===== src/rtl/store_buffer.sv =====
// Circular store queue between execute and data memory: captures speculative stores,
// commits them in ROB order, drains committed stores one per handshake, forwards to loads.
module store_buffer #(
  parameter int DEPTH  = 8,
  parameter int PTR_W  = 3,
  parameter int ADDR_W = 32,
  parameter int DATA_W = 32
) (
  input  logic              clk_i,
  input  logic              reset_i,
  input  logic              we_i,
  input  logic [ADDR_W-1:0] waddr_i,
  input  logic [DATA_W-1:0] wdata_i,
  output logic              full_o,
  input  logic              commit_i,
  input  logic              kill_i,
  input  logic [ADDR_W-1:0] load_addr_i,
  output logic              load_hit_o,
  output logic [DATA_W-1:0] load_data_o,
  output logic              mem_we_o,
  output logic [ADDR_W-1:0] mem_addr_o,
  output logic [DATA_W-1:0] mem_data_o,
  input  logic              mem_ready_i,
  output logic [PTR_W:0]    count_o,
  output logic              overflow_o
);

  localparam logic [PTR_W:0] PTR_ONE = (PTR_W+1)'(1);

  // Pointers carry a wrap bit above the index so full and empty are distinguishable.
  logic [PTR_W:0]    head_q, cmt_q, tail_q;
  logic [PTR_W:0]    cmt_next;
  logic [ADDR_W-1:0] addr_q [DEPTH];
  logic [DATA_W-1:0] data_q [DEPTH];

  logic drain, commit_fire, alloc;
  logic [PTR_W-1:0] fwd_idx;

  assign count_o  = tail_q - head_q;
  assign full_o   = (head_q[PTR_W-1:0] == tail_q[PTR_W-1:0]) && (head_q[PTR_W] != tail_q[PTR_W]);
  assign mem_we_o = (head_q != cmt_q);
  assign mem_addr_o = mem_we_o ? addr_q[head_q[PTR_W-1:0]] : '0;
  assign mem_data_o = mem_we_o ? data_q[head_q[PTR_W-1:0]] : '0;

  assign drain       = mem_we_o && mem_ready_i;
  assign commit_fire = commit_i && (cmt_q != tail_q);
  assign alloc       = we_i && !full_o && !kill_i;
  assign cmt_next    = commit_fire ? cmt_q + PTR_ONE : cmt_q;

  always_ff @(posedge clk_i) begin
    if (reset_i) begin
      head_q     <= '0;
      cmt_q      <= '0;
      tail_q     <= '0;
      overflow_o <= 1'b0;
    end else begin
      if (drain) head_q <= head_q + PTR_ONE;
      cmt_q <= cmt_next;
      // A kill rolls tail back to the post-commit boundary, so a store retiring this cycle survives.
      if (kill_i)     tail_q <= cmt_next;
      else if (alloc) tail_q <= tail_q + PTR_ONE;
      if (we_i && full_o && !kill_i) overflow_o <= 1'b1;
    end
  end

  // NOTE: entry storage has no reset; liveness comes only from the pointers, so stale
  // contents are never observable and the array can map onto plain RAM/flops without reset.
  always_ff @(posedge clk_i) begin
    if (alloc) begin
      addr_q[tail_q[PTR_W-1:0]] <= waddr_i;
      data_q[tail_q[PTR_W-1:0]] <= wdata_i;
    end
  end

  // Scan oldest to youngest so the last match (closest to tail) wins.
  always_comb begin
    // NOTE: every combinational output gets a default before the loop; otherwise a
    // path with no match would hold its old value and infer a latch.
    load_hit_o  = 1'b0;
    load_data_o = '0;
    fwd_idx     = '0;
    for (int i = 0; i < DEPTH; i++) begin
      // NOTE: blocking assignments here, since fwd_idx must be visible within the same
      // iteration; sequential state elsewhere uses non-blocking.
      fwd_idx = head_q[PTR_W-1:0] + PTR_W'(i);
      if (((PTR_W+1)'(i) < count_o) && (addr_q[fwd_idx] == load_addr_i)) begin
        load_hit_o  = 1'b1;
        load_data_o = data_q[fwd_idx];
      end
    end
  end

endmodule


===== config.mk =====
export PLATFORM = sky130hd
export DESIGN_NAME = store_buffer
export DESIGN_NICKNAME = d
export VERILOG_FILES = /design/src/rtl/store_buffer.sv
export SDC_FILE = /design/constraint.sdc
export NUM_CORES = 2
export LEC_CHECK = 0
export CORE_MARGIN = 3
export CORE_UTILIZATION = 50
export CTS_BUF_LIST = sky130_fd_sc_hd__clkbuf_8
export CTS_CLUSTER_DIAMETER = 120
export DETAILED_ROUTE_END_ITERATION = 8
export PLACE_DENSITY_LB_ADDON = 0.2
export SLEW_MARGIN = 20
export SYNTH_ARGS = -nofsm -noshare
export SYNTH_HDL_FRONTEND = slang
export SYNTH_SLANG_ARGS = --single-unit

===== constraint.sdc =====
create_clock -name clk_i -period 10.05 [get_ports clk_i]
set_input_delay 2.01 -clock clk_i [delete_from_list [all_inputs] [get_ports clk_i]]
set_output_delay 2.01 -clock clk_i [all_outputs]
set_load 0.005 [all_outputs]

==> impl_metrics.csv <==
group,metric,value,unit
run_status,status,"completed",
finish,syn_to_final_growth,11.0,%
pwr,p_leak,16.0,nW
worst_setup_path,critical_path.startpoint,"head_q[1]$_SDFFE_PP0P_",
worst_setup_path,critPathKind,"reg -> out",
clocking,insertion_delay,0.75,ns
clocking,cts_buffers,93,
detailed_routing,drt_iter0_markers,5864,
sta,finClkSkew,0.0534,ns
clocking,cts_num_sinks,528,
yosys,syn_inst,3622,
finish,final_cell_mix,"mux4_2, edfxtp_1, nand2_1",
yosys,synth.distinct_cells,87,
run,drv_cap,0,
pwr,combPwrFrac,54.3,%
yosys,syn_area,46600,sq um
global_routing,grt-ovfl-total,0,
clocking,hold_buffers,0,
yosys,synthTopCellsByArea,"edfxtp_1, mux4_2, mux2i_1, xnor2_1, nand2_1",
sta,worst_hold_slack,0.477,ns
detailed_routing,drc,0,
worst_setup_path,worstPathRequired,8.04,ns
sta,drv_slew,0,
worst_setup_path,worstPathArrival,7.80,ns
finish,drive_gt1_share,26.3,%
die,start_util,50.6,%
worst_hold_path,hold_path_depth,2,
worst_setup_path,worstRegToRegCells,6,
yosys,synthArstFlopShare,0,%
yosys,ys_seq_area_share,33.7,%
pwr,power_frac_seq,24.6,%
die,boundaryPins,206,
global_routing,grt_pass1_vias,34200,
clocking,ctsRootBufferMaster,"clkbuf_8",
placed_design,dpl.hpwl,114000,um
yosys,synth_edf_count,512,
die,die_x,311,um
worst_hold_path,holdCritPathClass,"reg -> reg",
sta,setup_viol,0,
worst_setup_path,crit_path_max_fanout,30,
sta,fin_tns_setup,0,ns
die,die_y,311,um
finish,final_common_cell,"mux4_2",
detailed_routing,wirelength,168000,um
detailed_routing,vias,36700,
die,dieArea,96800,sq um
pwr,p_switching,4.29,mW
clocking,cts_tree,"built",
worst_setup_path,crit_end,"load_data_o[5]",
clocking,cts.reportedPaths.clkPinSlew,0.06,ns
sta,worstMarginPinSlew,1.19,ns
global_routing,grt_first_pass_wirelength,242000,um
yosys,synth_area_leader_cell,"edfxtp_1",
placed_design,place.gp.congestion,1.10,
yosys,dominantRegCellSynth,"edfxtp_1",
detailed_routing,drt-pass1-iter-count,9,
pwr,switching_share,40.4,%
sta,max_slew_margin,20.5,%
sta,period_share,97.6,%
finish,nNetsFinal,3774,
sta,fmax,0.102,GHz
placed_design,port_buffers,205,
global_routing,antenna_found_initial,17,
worst_setup_path,end_kind,"output pin",
yosys,syn_nets,3733,
detailed_routing,vias_per_cell,7.35,
worst_setup_path,rrSetupSlack,5.41,ns
die,core-area,91900,sq um
pwr,power.density,206,nW/um^2
worst_setup_path,r2r_end,"addr_q[2][20]$_DFFE_PP_",
clocking,post_cts_buffers,0,
pwr,clkPwrFrac,21.1,%
global_routing,grt_max_degree,142,
detailed_routing,detail-route-antenna-nets,0,
yosys,yosys_warnings,0,
pwr,max-vdd-ir-drop,230,uV
die,rows,111,
detailed_routing,wl_per_cell,33.6,um
clocking,cts_buffer_depth,3,
yosys,synth_top_area_share,33.0,%
yosys,synth_area_per_cell,12.9,sq um
sta,rsz0062_at_grt,"false",
yosys,ys_ff_latch,528,
worst_hold_path,worstHoldStart,"overflow_o$_SDFFE_PP0P_",
sta,fin_crit,9.81,ns
worst_setup_path,r2r-start,"head_q[2]$_SDFFE_PP0P_",
global_routing,grtUsageTotal,33.9,%
clocking,cts.htree.levels,3,
worst_setup_path,critPathLaunchType,"flip-flop",
pwr,p_int,6.34,mW
sta,hold_viol_final,0,
[how the worst min path moves through the flow]
stage | slack, ns | end
after floorplan | 0.46 | overflow_o$_SDFFE_PP0P_
after global routing | 0.52 | overflow_o$_SDFFE_PP0P_
after detailed placement | 0.46 | overflow_o$_SDFFE_PP0P_
after global placement | 0.46 | overflow_o$_SDFFE_PP0P_
final | 0.48 | overflow_o$_SDFFE_PP0P_
after CTS | 0.48 | overflow_o$_SDFFE_PP0P_
[synth_stat cells, types with 19 or more instances]
cell type  number
mux4_2        653
edfxtp_1      512
nand2_1       434
mux2i_1       314
xnor2_1       216
nor2_1        190
clkbuf_1      142
a21oi_1       125
buf_2         120
o21ai_0        61
buf_1          51
a221oi_1       50
a22oi_1        44
mux2_2         44
nand4_1        44
xor2_1         42
nand3_1        39
nor2b_1        39
or4_1          34
a221o_1        32
nand3b_1       31
o22ai_1        30
o311a_1        30
a311o_1        29
buf_4          25
inv_1          23
nor3_1         22
nand2b_1       19
[cell families after synthesis]
family / share of synthesized area [%]
compound gates: 7.77
xor+xnor: 4.89
fa+ha+maj: 0.258
buf+inv: 4.26
flops: 33.7
mux: 40.2
simple gates: 8.93
[stage by stage]
step	total power, mW	instance area (sq um)	cells	utilization [%]	setup slack, ns
detailed placement	8.30	49600	4811	53.9	1.07
global placement	8.29	49600	4811	53.9	0.946
finish	10.6	51700	4997	56.2	0.239
CTS	10.6	51600	4982	56.2	0.271
floorplan	6.58	46600	3622	-	2.61
global route	11.0	51600	4987	56.2	0.119
[flip-flops by register name, indices dropped and copies added, names as in the netlist, named ones only]
signal      flops
cmt_q           4
data_q        256
addr_q        256
overflow_o      1
tail_q          4
head_q          4
[worst max-delay path: stages (launching register included)]
cell and delay, ns:
dfxtp_4 0.67, inv_4 0.29, ha_4 0.84, buf_12 0.30, mux4_2 0.57, xnor2_1 0.57
o21ai_0 0.19, a2111oi_1 0.77, o211ai_1 0.28, nor4_1 0.42, nand3_1 0.40, nand2_2 0.27
nor3_2 0.16, buf_4 0.34, a311o_1 0.40, clkdlybuf4s50_1 0.47
[power groups by stage]
stage | clock (mW) | combinational [mW] | sequential, mW
after global routing | 2.37 | 6.02 | 2.63
final | 2.25 | 5.77 | 2.62
after floorplan | 0 | 4.00 | 2.58
after global placement | 0 | 5.63 | 2.66
after detailed placement | 0 | 5.64 | 2.66
after CTS | 2.28 | 5.66 | 2.62
[area by class of cell]
| cell class | instances | area, sq um |
|---|---|---|
| antenna | 15 | 37.5 |
| multi-input combinational | 2694 | 29100 |
| timing repair buffer | 308 | 3040 |
| clock inverter | 77 | 776 |
| clock buffer | 94 | 1290 |
| fill | 7605 | 40300 |
| inverter | 38 | 148 |
| sequential | 528 | 15700 |
| tap | 1243 | 1560 |
[layer usage]
layer	share of wire (%)	up-vias	GRT usage (%)
met4	3.9	12	11.7
met2	44	2828	50.0
met3	14	405	9.02
li1	-	14900	-
met5	0.049	-	0
met1	38	18600	48.8
[what timing repair did]
item / in CTS / in global routing
endpoints found under the setup margin: 0 / 22
resized for setup: 0 / 1
endpoints found under the hold margin: 0 / 0
Note: power is estimated with default switching activity, not from simulation.
